### src/rtl/morse_pkg.sv
`default_nettype none
// ============================================================================
//  Module   : morse_pkg
//  Brief    : Shared constants and the Morse symbol -> ASCII lookup function.
//             Digit table entries are present only when MORSE_DIGITS_EN is
//             defined.
//  Revision : 1.0  initial release
// ============================================================================
package morse_pkg;

   localparam int         MORSE_MAX_LEN = 8;
   localparam logic [7:0] ASCII_NUL     = 8'h00;
   localparam logic [7:0] ASCII_QMARK   = 8'h3F;

   // Returns {err, char}. Elements are 0=dot, 1=dash, last element in the LSB,
   // so the first element sits at bit (len-1). Bits above len are masked off.
   function automatic logic [8:0] morse_lookup(input logic [3:0] len,
                                               input logic [7:0] code);
      logic [7:0] m;
      logic [7:0] c;
      m = (len >= 4'(MORSE_MAX_LEN)) ? code : (code & ~(8'hFF << len));
      c = ASCII_QMARK;
      case (len)
         4'd1: c = m[0] ? "T" : "E";
         4'd2:
            case (m[1:0])
               2'b00: c = "I";
               2'b01: c = "A";
               2'b10: c = "N";
               default: c = "M";
            endcase
         4'd3:
            case (m[2:0])
               3'b000: c = "S";
               3'b001: c = "U";
               3'b010: c = "R";
               3'b011: c = "W";
               3'b100: c = "D";
               3'b101: c = "K";
               3'b110: c = "G";
               default: c = "O";
            endcase
         4'd4:
            case (m[3:0])
               4'b0000: c = "H";
               4'b0001: c = "V";
               4'b0010: c = "F";
               4'b0100: c = "L";
               4'b0110: c = "P";
               4'b0111: c = "J";
               4'b1000: c = "B";
               4'b1001: c = "X";
               4'b1010: c = "C";
               4'b1011: c = "Y";
               4'b1100: c = "Z";
               4'b1101: c = "Q";
               default: c = ASCII_QMARK;
            endcase
`ifdef MORSE_DIGITS_EN
         4'd5:
            case (m[4:0])
               5'b11111: c = "0";
               5'b01111: c = "1";
               5'b00111: c = "2";
               5'b00011: c = "3";
               5'b00001: c = "4";
               5'b00000: c = "5";
               5'b10000: c = "6";
               5'b11000: c = "7";
               5'b11100: c = "8";
               5'b11110: c = "9";
               default:  c = ASCII_QMARK;
            endcase
`endif
         default: c = ASCII_QMARK;
      endcase
      // '?' is never a valid decode, so it doubles as the error marker
      return {(c == ASCII_QMARK), c};
   endfunction

endpackage
`default_nettype wire

### src/rtl/morse_fifo.sv
`default_nettype none
// ============================================================================
//  Module   : morse_fifo
//  Brief    : Synchronous FIFO, combinational head read. A push while full is
//             accepted only when a pop happens in the same cycle.
//  Revision : 1.0  initial release
// ============================================================================
module morse_fifo #(
   parameter int WIDTH = 9,
   parameter int DEPTH = 8
) (
   input  logic                     clk,
   input  logic                     rst,
   input  logic                     push,
   input  logic                     pop,
   input  logic [WIDTH-1:0]         din,
   output logic [WIDTH-1:0]         dout,
   output logic                     full,
   output logic                     empty,
   output logic [$clog2(DEPTH):0]   level
);
   localparam int AW = $clog2(DEPTH);

   logic [WIDTH-1:0] mem [DEPTH];
   logic [AW-1:0]    wr_ptr;
   logic [AW-1:0]    rd_ptr;
   logic [AW:0]      count;
   logic             do_push;
   logic             do_pop;

   assign full    = (count == (AW+1)'(DEPTH));
   assign empty   = (count == '0);
   assign do_pop  = pop && !empty;
   assign do_push = push && (!full || do_pop);
   assign dout    = mem[rd_ptr];
   assign level   = count;

   // Storage array; no reset needed since reads are gated by occupancy
   always_ff @(posedge clk) begin
      if (do_push) mem[wr_ptr] <= din;
   end

   // Pointers wrap naturally because DEPTH is a power of two
   always_ff @(posedge clk) begin
      if (rst) begin
         wr_ptr <= '0;
         rd_ptr <= '0;
         count  <= '0;
      end else begin
         if (do_push) wr_ptr <= wr_ptr + 1'b1;
         if (do_pop)  rd_ptr <= rd_ptr + 1'b1;
         case ({do_push, do_pop})
            2'b10:   count <= count + 1'b1;
            2'b01:   count <= count - 1'b1;
            default: count <= count;
         endcase
      end
   end

endmodule
`default_nettype wire

### src/rtl/morse_decoder.sv
`default_nettype none
// ============================================================================
//  Module   : morse_decoder
//  Brief    : Decodes captured Morse symbols to ASCII, buffers them in a FIFO
//             and presents them on a valid/ready output. Two-clock latency.
//             Define MORSE_DIGITS_EN to decode 5-element digit codes.
//  Revision : 1.0  initial release
// ============================================================================
module morse_decoder
   import morse_pkg::*;
#(
   parameter int         DEPTH        = 8,
   parameter logic [7:0] UNKNOWN_CHAR = 8'h3F
) (
   input  logic                     clk,
   input  logic                     rst,
   input  logic                     in_valid,
   input  logic [3:0]               in_length,
   input  logic [7:0]               in_code,
   output logic                     out_valid,
   input  logic                     out_ready,
   output logic [7:0]               out_char,
   output logic                     out_err,
   output logic                     overflow,
   output logic [$clog2(DEPTH):0]   level
);
   logic [8:0] lookup;
   logic       d_valid;
   logic [8:0] d_data;
   logic [8:0] head;
   logic       full;
   logic       empty;
   logic       pop;

   assign lookup = morse_lookup(in_length, in_code);

   // Stage D: register the decoded {err, char}; unknown codes map to UNKNOWN_CHAR
   always_ff @(posedge clk) begin
      if (rst) begin
         d_valid <= 1'b0;
         d_data  <= '0;
      end else begin
         d_valid <= in_valid;
         d_data  <= {lookup[8], (lookup[8] ? UNKNOWN_CHAR : lookup[7:0])};
      end
   end

   assign pop = out_valid && out_ready;

   // Stage W: push decoded character; FIFO drops it when full without a pop
   morse_fifo #(
      .WIDTH (9),
      .DEPTH (DEPTH)
   ) u_fifo (
      .clk   (clk),
      .rst   (rst),
      .push  (d_valid),
      .pop   (pop),
      .din   (d_data),
      .dout  (head),
      .full  (full),
      .empty (empty),
      .level (level)
   );

   // Sticky drop indicator, cleared only by reset
   always_ff @(posedge clk) begin
      if (rst)                            overflow <= 1'b0;
      else if (d_valid && full && !pop)   overflow <= 1'b1;
   end

   assign out_valid = !empty;
   assign out_char  = empty ? ASCII_NUL : head[7:0];
   assign out_err   = !empty && head[8];

endmodule
`default_nettype wire

### config.mk
export PLATFORM = sky130hd
export DESIGN_NAME = morse_decoder
export DESIGN_NICKNAME = d
export VERILOG_FILES = /design/src/rtl/morse_pkg.sv /design/src/rtl/morse_fifo.sv /design/src/rtl/morse_decoder.sv
export SDC_FILE = /design/constraint.sdc
export NUM_CORES = 1
export LEC_CHECK = 0
export CAP_MARGIN = 15
export CORE_MARGIN = 4
export CORE_UTILIZATION = 37
export CTS_BUF_LIST = sky130_fd_sc_hd__clkbuf_4
export CTS_CLUSTER_SIZE = 16
export DETAILED_ROUTE_END_ITERATION = 16
export DONT_BUFFER_PORTS = 1
export GPL_TIMING_DRIVEN = 0
export PLACE_DENSITY = 0.56
export SYNTH_ARGS = -nofsm -noshare
export SYNTH_HDL_FRONTEND = slang
export SYNTH_SLANG_ARGS = --single-unit
### constraint.sdc
create_clock -name clk -period 5.2 [get_ports clk]
set_clock_uncertainty 0.15 [all_clocks]
set_input_delay 0.78 -clock clk [delete_from_list [all_inputs] [get_ports clk]]
set_output_delay 0.78 -clock clk [all_outputs]
set_load 0.02 [all_outputs]
# ---- Word-level counts from Yosys, hierarchy flattened
# Memories as Yosys holds them, arrays and structs flattened. A register that Yosys moved wholly into a read port is not among the register bits.
# Index checks and enable logic that the tools add are counted.
dict set report op_classes {
  add_sub_neg 4
  n_lt_le_gt_ge 1
  eq_ne 16
  n_shift 1
  muxes 12
  bitwise 2
  reduce_logical 15
}
# cell count
set op_table {}
lappend op_table {{one-hot mux 5 bit (7 select lines)} 1}
lappend op_table {{one-hot mux 8 bit (4 select lines)} 1}
lappend op_table {{one-hot mux 4 bit (3 select lines)} 1}
lappend op_table {{equality test 3 bit (second input constant)} 3}
lappend op_table {{equality test 4 x 2 -> 1 bit (second input constant)} 2}
lappend op_table {{equality test 8 x 6 -> 1 bit (second input constant)} 1}
lappend op_table {{2-to-1 mux 8 bit} 1}
lappend op_table {{one-hot mux 4 bit (2 select lines)} 1}
lappend op_table {{left shift 8 x 4 -> 4 bit (first input constant)} 1}
lappend op_table {{adder 3 x 1 -> 3 bit (second input constant)} 2}
lappend op_table {{equality test 3 x 2 -> 1 bit (second input constant)} 2}
lappend op_table {{logical AND 1 bit} 6}
lappend op_table {{2-to-1 mux 3 bit} 2}
lappend op_table {{2-to-1 mux 6 bit} 1}
lappend op_table {{2-to-1 mux 5 bit} 1}
lappend op_table {{adder 4 x 1 -> 4 bit (second input constant)} 1}
lappend op_table {{bitwise AND 4 bit} 1}
lappend op_table {{equality test 2 x 1 -> 1 bit (second input constant)} 2}
lappend op_table {{equality test 2 bit (second input constant)} 2}
lappend op_table {{equality test 4 x 1 -> 1 bit (second input constant)} 1}
lappend op_table {{equality test 4 x 3 -> 1 bit (second input constant)} 1}
lappend op_table {{equality test 4 bit (second input constant)} 1}
lappend op_table {{greater-or-equal comparator 4 bit (second input constant)} 1}
lappend op_table {{zero test 4 bit} 1}
lappend op_table {{11 further kinds} 14}
dict set report word_totals {
  reg_bits 21
  ramBits 72
  rom_bits 112
  inputBits 16
  mem_count 2
}
# name words width read_ports rd_clocked_by_memory_dff wr line_no
set mem_list {}
lappend mem_list {{(name not given)} 16 7 1 0 0 morse_pkg.sv:44} ;# case (m[3:0])
lappend mem_list {u_fifo.mem 8 9 1 1 1 morse_fifo.sv:24} ;# logic [WIDTH-1:0] mem [DEPTH];

# ---- Depth between registers and ports, before layout
# Gate-level depths: netlist of run 1.
dict set report logic_depth {
  depth_word 9
  ltp_mapped 13
}

# ---- Modules after synthesis
# A second synthesis of run 1 with hierarchy kept.
dict set report unflattened {
  cells_unflattened 324
  hier_area_um2 4534.3
}
# module n_inst cells_per_inst area_each_um2
set modules_own_cells {}
lappend modules_own_cells {morse_fifo 1 187 3507.1}
lappend modules_own_cells {morse_decoder 1 137 1027.2}

# ---- Worst setup path before layout of run 1
# OpenSTA, ideal clock, no wires.
dict set report synth_path {
  path_type {input port to flip-flop}
  startpoint {in in_length[1]}
  endpoint {reg d_data[8]}
  setup_time_ns 0.136
  arrival_time_ns 2.676
  setup_slack_ns 2.238
  path_stages 9
  path_buffers 2
  cell_sequence {buf_6 > o41ai_4 > inv_2 > ha_1 > clkbuf_1 > nor4b_1 > a311oi_1 > a2111oi_1 > nor4_1}
}
dict set report synth_between {
  elab_chain_cells 8
  elab_cells_between_ends 25
}
# element line_no
set synth_lines {}
lappend synth_lines {{from (decl)} morse_decoder.sv:18} ;# input logic [3:0] in_length,
lappend synth_lines {{branches (longest 6 deep; another with memory (16 x 7 bit))} --}
lappend synth_lines {{one-hot mux 8 bit (4 select lines) (*)} morse_pkg.sv:23} ;# case (len)
lappend synth_lines {{equality test 8 x 6 -> 1 bit (*)} morse_pkg.sv:78} ;# return {(c == ASCII_QMARK), c};
lappend synth_lines {{to (signal assigned)} morse_decoder.sv:44} ;# d_data <= {lookup[8], (lookup[8] ? UNKNOWN_CHAR : lookup[7:0])};
lappend synth_lines {{to (decl)} morse_decoder.sv:29} ;# logic [8:0] d_data;
# Every way passes the cells marked *.
# A chain may end at the register's enable or synchronous reset.

==> reports/metrics.cfg, run 1 <==
[route]
vias=2447
drc=0
avgRoutedWirePerCell_um=18.0
drt-vias-per-instance=5.37
drtIter0Drc=117
antenna_left=0
drt_pass1_iterations=4
totalWireLength_um=8190

[timing]
final-hold-violation-count=0
setup_viol=0
fin_tns_setup_ns=0
drv_slew=0
final.min_clock_period_ns=3.51
relSlewSlack_pct=36.2
worstMarginPinSlew_ns=0.953
whs_ns=0.264
period_share_pct=67.5
fmax_mhz=285
rsz0062_at_grt=no

[pwr]
p_leak_nw=1.47
p_switching_w=0.000580
p_clk_share_pct=24.6
p_sw_share_pct=33.3
power_density_mw_per_mm2=395
comb_power_share_pct=27.5
p_int_w=0.00116
ir_drop_v=0.000155
seq_power_share_pct=47.9

[cts]
post-cts-setup-buffer-count=0
cts_max_level=3
cts.sinks=87
cts_hold_buf=0
root_buffer=clkbuf_4
worstSkewPairLatency_ns=0.43
postCtsResizedCells=0
clockBufferDepth=2
cts_made_buffers=9
clkTransAtPathRegs_ns=0.15
cts_tree=yes

[logic_synthesis]
synth_edf_count=64
yosysSeqAreaShare_pct=58.8
synth.most_common_cell=edfxtp_1
synthDominantCellAreaShare_pct=47.4
syn_nets=333
synth-async-reset-ratio_pct=0
synth_cell_types=59
ys_seq_elements=87
syn-mean-instance-area_um2=13.4
synth_area_leaders=edfxtp_1, dfxtp_1, mux4_2
synth_common_cells=edfxtp_1, nor2_1, dfxtp_1, mux4_2, a21oi_1
syn_area_mm2=0.00405
ys_warn_count=0
yosys.area.top_type=edfxtp_1
ys.flop_type=edfxtp_1
syn_inst=303

[placed_design]
place_inst=440
gp_congestion=0.871
place.detailed.hpwl_um=5650
portBuffers=0

[setup_path]
arrival_ns=2.58
crit_required_ns=4.27
start_kind=flop
rr_startpoint=u_fifo.level[0]
worstReg2RegEnd=u_fifo.level[3]
worstRegToRegCells=9
crit_path_end_kind=output pin
crit_type=flop to output pin
rrSetupSlack_ns=2.39
cp_max_fo=10

[min_path]
min_path_cells=1
hp-class=input port to flop
hold_end=d_data[4]
worstHoldStart=rst

[flow_run]
maxCapViolations=0

[floorplanning]
die-area_mm2=0.0127
die_h_um=113
die_x_um=113
start_util_pct=38.6
row_count=37
io_pins=31
core_region_area_mm2=0.0105

[grt]
grt_overflow=0
grt_start_max_net_pins=16
antenna_found_initial=0
grt_pass1_wl_um=13400
grt_pass1_vias=2445
grt_usage_pct=13.7

[final_layout]
antenna_cells=0
fin_nets=345
final_cells=456
area_growth_pct=8.68
drive_gt1_share_pct=16.6
fillCellCount=985

[run_status]
run_status=finished clean

[kinds of logic (layout without fill, tap and decap cells)]
kind of cell / after synthesis / in the layout / share of synthesized area [%]
DFF: 87 / 87 / 58.8
and+or+nand+nor: 85 / 85 / 10.7
AOI/OAI and AO/OA: 56 / 56 / 9.97
buffers and inverters: 28 / 45 / 3.33
muxes: 25 / 25 / 11.1
adders and majority gates: 14 / 14 / 4.51
xor gates and xnor gates: 7 / 7 / 1.51
other: 1 / 1 / 0.0925
[how the worst max path moves through the flow]
stage,startpoint,end,slack (ns),cells past startpoint
finish,flop,out_char[6],1.69,5
global route,flop,out_char[6],1.50,5
CTS,flop,out_char[3],1.60,5
detailed placement,in_length[2],d_data[8],1.74,11
global placement,u_fifo.level[0],u_fifo.level[3],1.58,9
floorplan,in_length[1],d_data[8],2.24,9
[sequential cells by signal, indices dropped and copies added, names as in the netlist, named ones only]
| register | count |
|---|---|
| u_fifo.wr_ptr | 3 |
| overflow | 1 |
| u_fifo.rd_ptr | 3 |
| u_fifo.mem | 64 |
| u_fifo.level | 4 |
| d_data | 8 |
| d_valid | 1 |
[per-stage QoR]
| step | instance area (um2) | util, % | power (W) | worst slack, ns |
|---|---|---|---|---|
| 2_1_floorplan | 4050 | - | 0.00122 | 2.24 |
| 3_3_place_gp | 4220 | 40.2 | 0.00132 | 1.58 |
| 6_report | 4400 | 41.9 | 0.00174 | 1.69 |
| 3_5_place_dp | 4240 | 40.4 | 0.00134 | 1.74 |
| 5_1_grt | 4400 | 41.9 | 0.00184 | 1.50 |
| 4_1_cts | 4400 | 41.9 | 0.00176 | 1.60 |
[power by group through the flow]
stage | clock network, W | logic [W] | registers [W]
finish | 0.000429 | 0.000479 | 0.000834
CTS | 0.000436 | 0.000493 | 0.000835
detailed placement | 0 | 0.000492 | 0.000851
floorplan | 0 | 0.000380 | 0.000838
global placement | 0 | 0.000468 | 0.000849
global route | 0.000467 | 0.000536 | 0.000841
[routing by layer]
layer  global-route usage [%]  share of wire [%]
met5                        0                  0
met4                     5.05                1.5
met3                     3.23                5.8
met2                     21.5                 49
met1                     18.6                 44
[cells in the final DEF (no fill, tap or decap), types with 3 or more instances in the layout]
| master | count |
|---|---|
| a21oi_1 | 15 |
| buf_2 | 3 |
| buf_4 | 4 |
| clkbuf_1 | 5 |
| clkbuf_4 | 9 |
| clkinvlp_4 | 3 |
| dfxtp_1 | 23 |
| edfxtp_1 | 64 |
| ha_1 | 13 |
| inv_1 | 13 |
| mux2i_1 | 9 |
| mux4_2 | 16 |
| nand2_1 | 14 |
| nand2b_1 | 4 |
| nand3_1 | 3 |
| nor2_1 | 37 |
| nor2b_1 | 4 |
| nor3_1 | 5 |
| nor3_2 | 3 |
| nor4_1 | 3 |
| o211ai_1 | 4 |
| o21ai_0 | 10 |
| xnor2_1 | 3 |
| xor2_1 | 4 |
[layout make-up]
cell class                      count  area [um2]  share of cell area [%]
Clock buffer                        9        67.6                    1.53
Inverter                           14        52.6                    1.19
Multi-Input combinational cell    188        1550                    35.1
Sequential cell                    87        2380                    54.1
Tap cell                          136         170                    3.86
Buffer                             14        82.6                    1.88
Clock inverter                      7        96.3                    2.19
Timing Repair Buffer                1        7.51                   0.170
[critical path, cell delays in order (launching register included)]
cell      delay [ns]
dfxtp_1         0.34
clkbuf_1        0.44
clkbuf_1        0.59
mux4_2          0.33
mux2i_1         0.08
nor2_1          0.37
Power figures use the tool's default switching activity.
==> run 2, diff against run 1 <==
PLACE_DENSITY = 0.58   (was 0.56)
clock period = 3 ns   (was 5.2 ns; I/O delays follow)
==> reports/metrics.cfg, run 2 (synthesis results as in run 1) <==
[placed_design]
gp_congestion=0.866  ; was 0.871
place_inst=440  ; unchanged
portBuffers=0  ; unchanged
place.detailed.hpwl_um=5610  ; was 5650 um
dpl-instance-area_mm2=0.00424  ; unchanged

[setup_path]
slowest_delay_ns=0.52  ; was 0.59 ns
crit_type=flop to output pin  ; unchanged
critPathTopFamily=multiplexers  ; was buffers and inverters
crit_path_end_kind=output pin  ; unchanged
arrival_ns=2.19  ; was 2.58 ns
rrSetupSlack_ns=0.24  ; was 2.39 ns
cp_max_fo=10  ; unchanged
crit_buf_inv=2  ; unchanged
start_kind=flop  ; unchanged
worstRegToRegCells=11  ; was 9
crit_required_ns=2.40  ; was 4.27 ns
rr_startpoint=u_fifo.level[1]  ; was u_fifo.level[0]
slowest_stage=mux4_2  ; was clkbuf_1
worstReg2RegEnd=u_fifo.level[3]  ; unchanged
path_cells=buf_2 > buf_4 > mux4_2 > mux2i_1 > nor2_1  ; was clkbuf_1 > clkbuf_1 > mux4_2 > mux2i_1 > nor2_1

[final_layout]
top_register=u_fifo.mem  ; unchanged
drive_gt1_share_pct=16.8  ; was 16.6%
final_common_cell=edfxtp_1  ; unchanged
fin_nets=346  ; was 345
mostFrequentLayoutCells=edfxtp_1, nor2_1, dfxtp_1  ; unchanged
largest_register_ffs=64  ; unchanged
fin_area_mm2=0.00441  ; was 0.00440 mm2
area_growth_pct=8.77  ; was 8.68%
final_cells=457  ; was 456
antenna_cells=0  ; unchanged

[pwr]
p_switching_w=0.000998  ; was 0.000580 W
p_int_w=0.00195  ; was 0.00116 W
power_density_mw_per_mm2=668  ; was 395 mW/mm2
seq_power_share_pct=49.7  ; was 47.9%
p_clk_share_pct=22.0  ; was 24.6%
p_leak_nw=1.49  ; was 1.47 nW
p_sw_share_pct=33.9  ; was 33.3%
comb_power_share_pct=28.4  ; was 27.5%
ir_drop_v=0.000297  ; was 0.000155 V

[grt]
grt_pass1_vias=2553  ; was 2445
grt_start_max_net_pins=16  ; unchanged
grt_pass1_wl_um=13500  ; was 13400 um
grt_usage_pct=13.7  ; about the same
antenna_found_initial=0  ; unchanged
grt_overflow=0  ; unchanged

[floorplanning]
die_x_um=113  ; unchanged
core_region_area_mm2=0.0105  ; unchanged
row_count=37  ; unchanged
start_util_pct=38.6  ; unchanged
die-area_mm2=0.0127  ; unchanged
io_pins=31  ; unchanged
die_h_um=113  ; unchanged

[route]
avgRoutedWirePerCell_um=18.0  ; about the same
drt-vias-per-instance=5.33  ; was 5.37
antenna_left=0  ; unchanged
totalWireLength_um=8210  ; was 8190 um
drt_pass1_iterations=5  ; was 4
vias=2434  ; was 2447
drtIter0Drc=113  ; was 117
drc=0  ; unchanged

[cts]
cts_made_buffers=9  ; unchanged
clkTransAtPathRegs_ns=0.14  ; was 0.15 ns
clockBufferDepth=2  ; unchanged
post-cts-setup-buffer-count=0  ; unchanged
root_buffer=clkbuf_4  ; unchanged
cts.sinks=87  ; unchanged
cts_max_level=3  ; unchanged
cts_tree=yes  ; unchanged
worstSkewPairLatency_ns=0.42  ; was 0.43 ns

[run_status]
run_status=finished clean  ; unchanged

[min_path]
worstHoldStart=in_code[2]  ; was rst
min_path_cells=3  ; was 1
hold_end=d_data[4]  ; unchanged
hp-class=input port to flop  ; unchanged

[timing]
fmax_mhz=359
worstMarginPinSlew_ns=0.913  ; was 0.953 ns
period_share_pct=92.8
final.min_clock_period_ns=2.79
final-hold-violation-count=0  ; unchanged
setup_viol=0  ; unchanged
drv_slew=0  ; unchanged
rsz0062_at_grt=no  ; unchanged
relSlewSlack_pct=38.9  ; was 36.2%

[flow_run]
maxCapViolations=0  ; unchanged

==> run 2: what timing repair did <==
item	in CTS	in global routing
endpoints found under the setup margin	8	9
hold buffers	2	0
endpoints found under the hold margin	2	0
resized for setup	1	4
pin swaps	0	0
==> run 2: worst max path at each step <==
stage / start / end / slack (ns) / cells after the start
finish: flop / out_err / 0.21 / 5
global route: u_fifo.level[1] / u_fifo.level[3] / 0.006 / 11
CTS: flop / out_err / 0.003 / 5
detailed placement: in_length[1] / d_data[8] / -0.19 / 9
global placement: u_fifo.level[0] / u_fifo.level[3] / -0.64 / 9
floorplan: u_fifo.level[0] / u_fifo.level[3] / 0.17 / 9
==> run 2: power by group through the flow <==
stage	Clock [W]	Sequential (W)	Combinational, W
after floorplan	0	0.00145	0.000659
after global placement	0	0.00147	0.000811
after detailed placement	0	0.00148	0.000841
after CTS	0.000663	0.00145	0.000848
after global routing	0.000726	0.00148	0.000930
final	0.000647	0.00146	0.000836
==> run 2: cell type report <==
| class | count | area, um2 |
|---|---|---|
| Clock buffer | 9 | 67.6 |
| Inverter | 14 | 52.6 |
| Fill cell | 987 | 6100 |
| Timing Repair Buffer | 3 | 27.5 |
| Clock inverter | 7 | 70.1 |
| Tap cell | 136 | 170 |
| Multi-Input combinational cell | 188 | 1550 |
| Sequential cell | 87 | 2380 |
| Buffer | 13 | 82.6 |
==> run 2: tightest hold or removal path: cells and delay by family <==
| family | cells | cell delay (ns) |
|---|---|---|
| and+or+nand+nor | 2 | 0.14 |
| AOI/OAI and AO/OA | 1 | 0.13 |
==> run 2: metrics by stage <==
stage	utilization, %	TNS (ns)	hold slack [ns]	power (W)	setup WS [ns]
6_report	41.9	0	0.198	0.00295	0.215
5_1_grt	41.9	0	0.186	0.00313	0.00625
4_1_cts	41.9	0	0.164	0.00296	0.00270
3_5_place_dp	40.4	-0.358	0.332	0.00232	-0.190
3_3_place_gp	40.2	-1.35	0.318	0.00228	-0.639
2_1_floorplan	-	0	0.298	0.00211	0.174
==> run 2: per-layer routing <==
| metal | up-vias | global-route usage [%] | wire length [um] |
|---|---|---|---|
| li1 | 1163 | - | - |
| met1 | 1207 | 17.6 | 3760 |
| met2 | 58 | 22.2 | 3940 |
| met3 | 6 | 4.31 | 424 |
| met4 | 0 | 3.85 | 75 |
| met5 | - | 0 | 0 |
==> run 3, diff against run 2 <==
SKIP_LAST_GASP = 1   (was unset)
==> results of run 3 <==
Same layout as run 2: the final DEF is identical, and so are final timing and power.
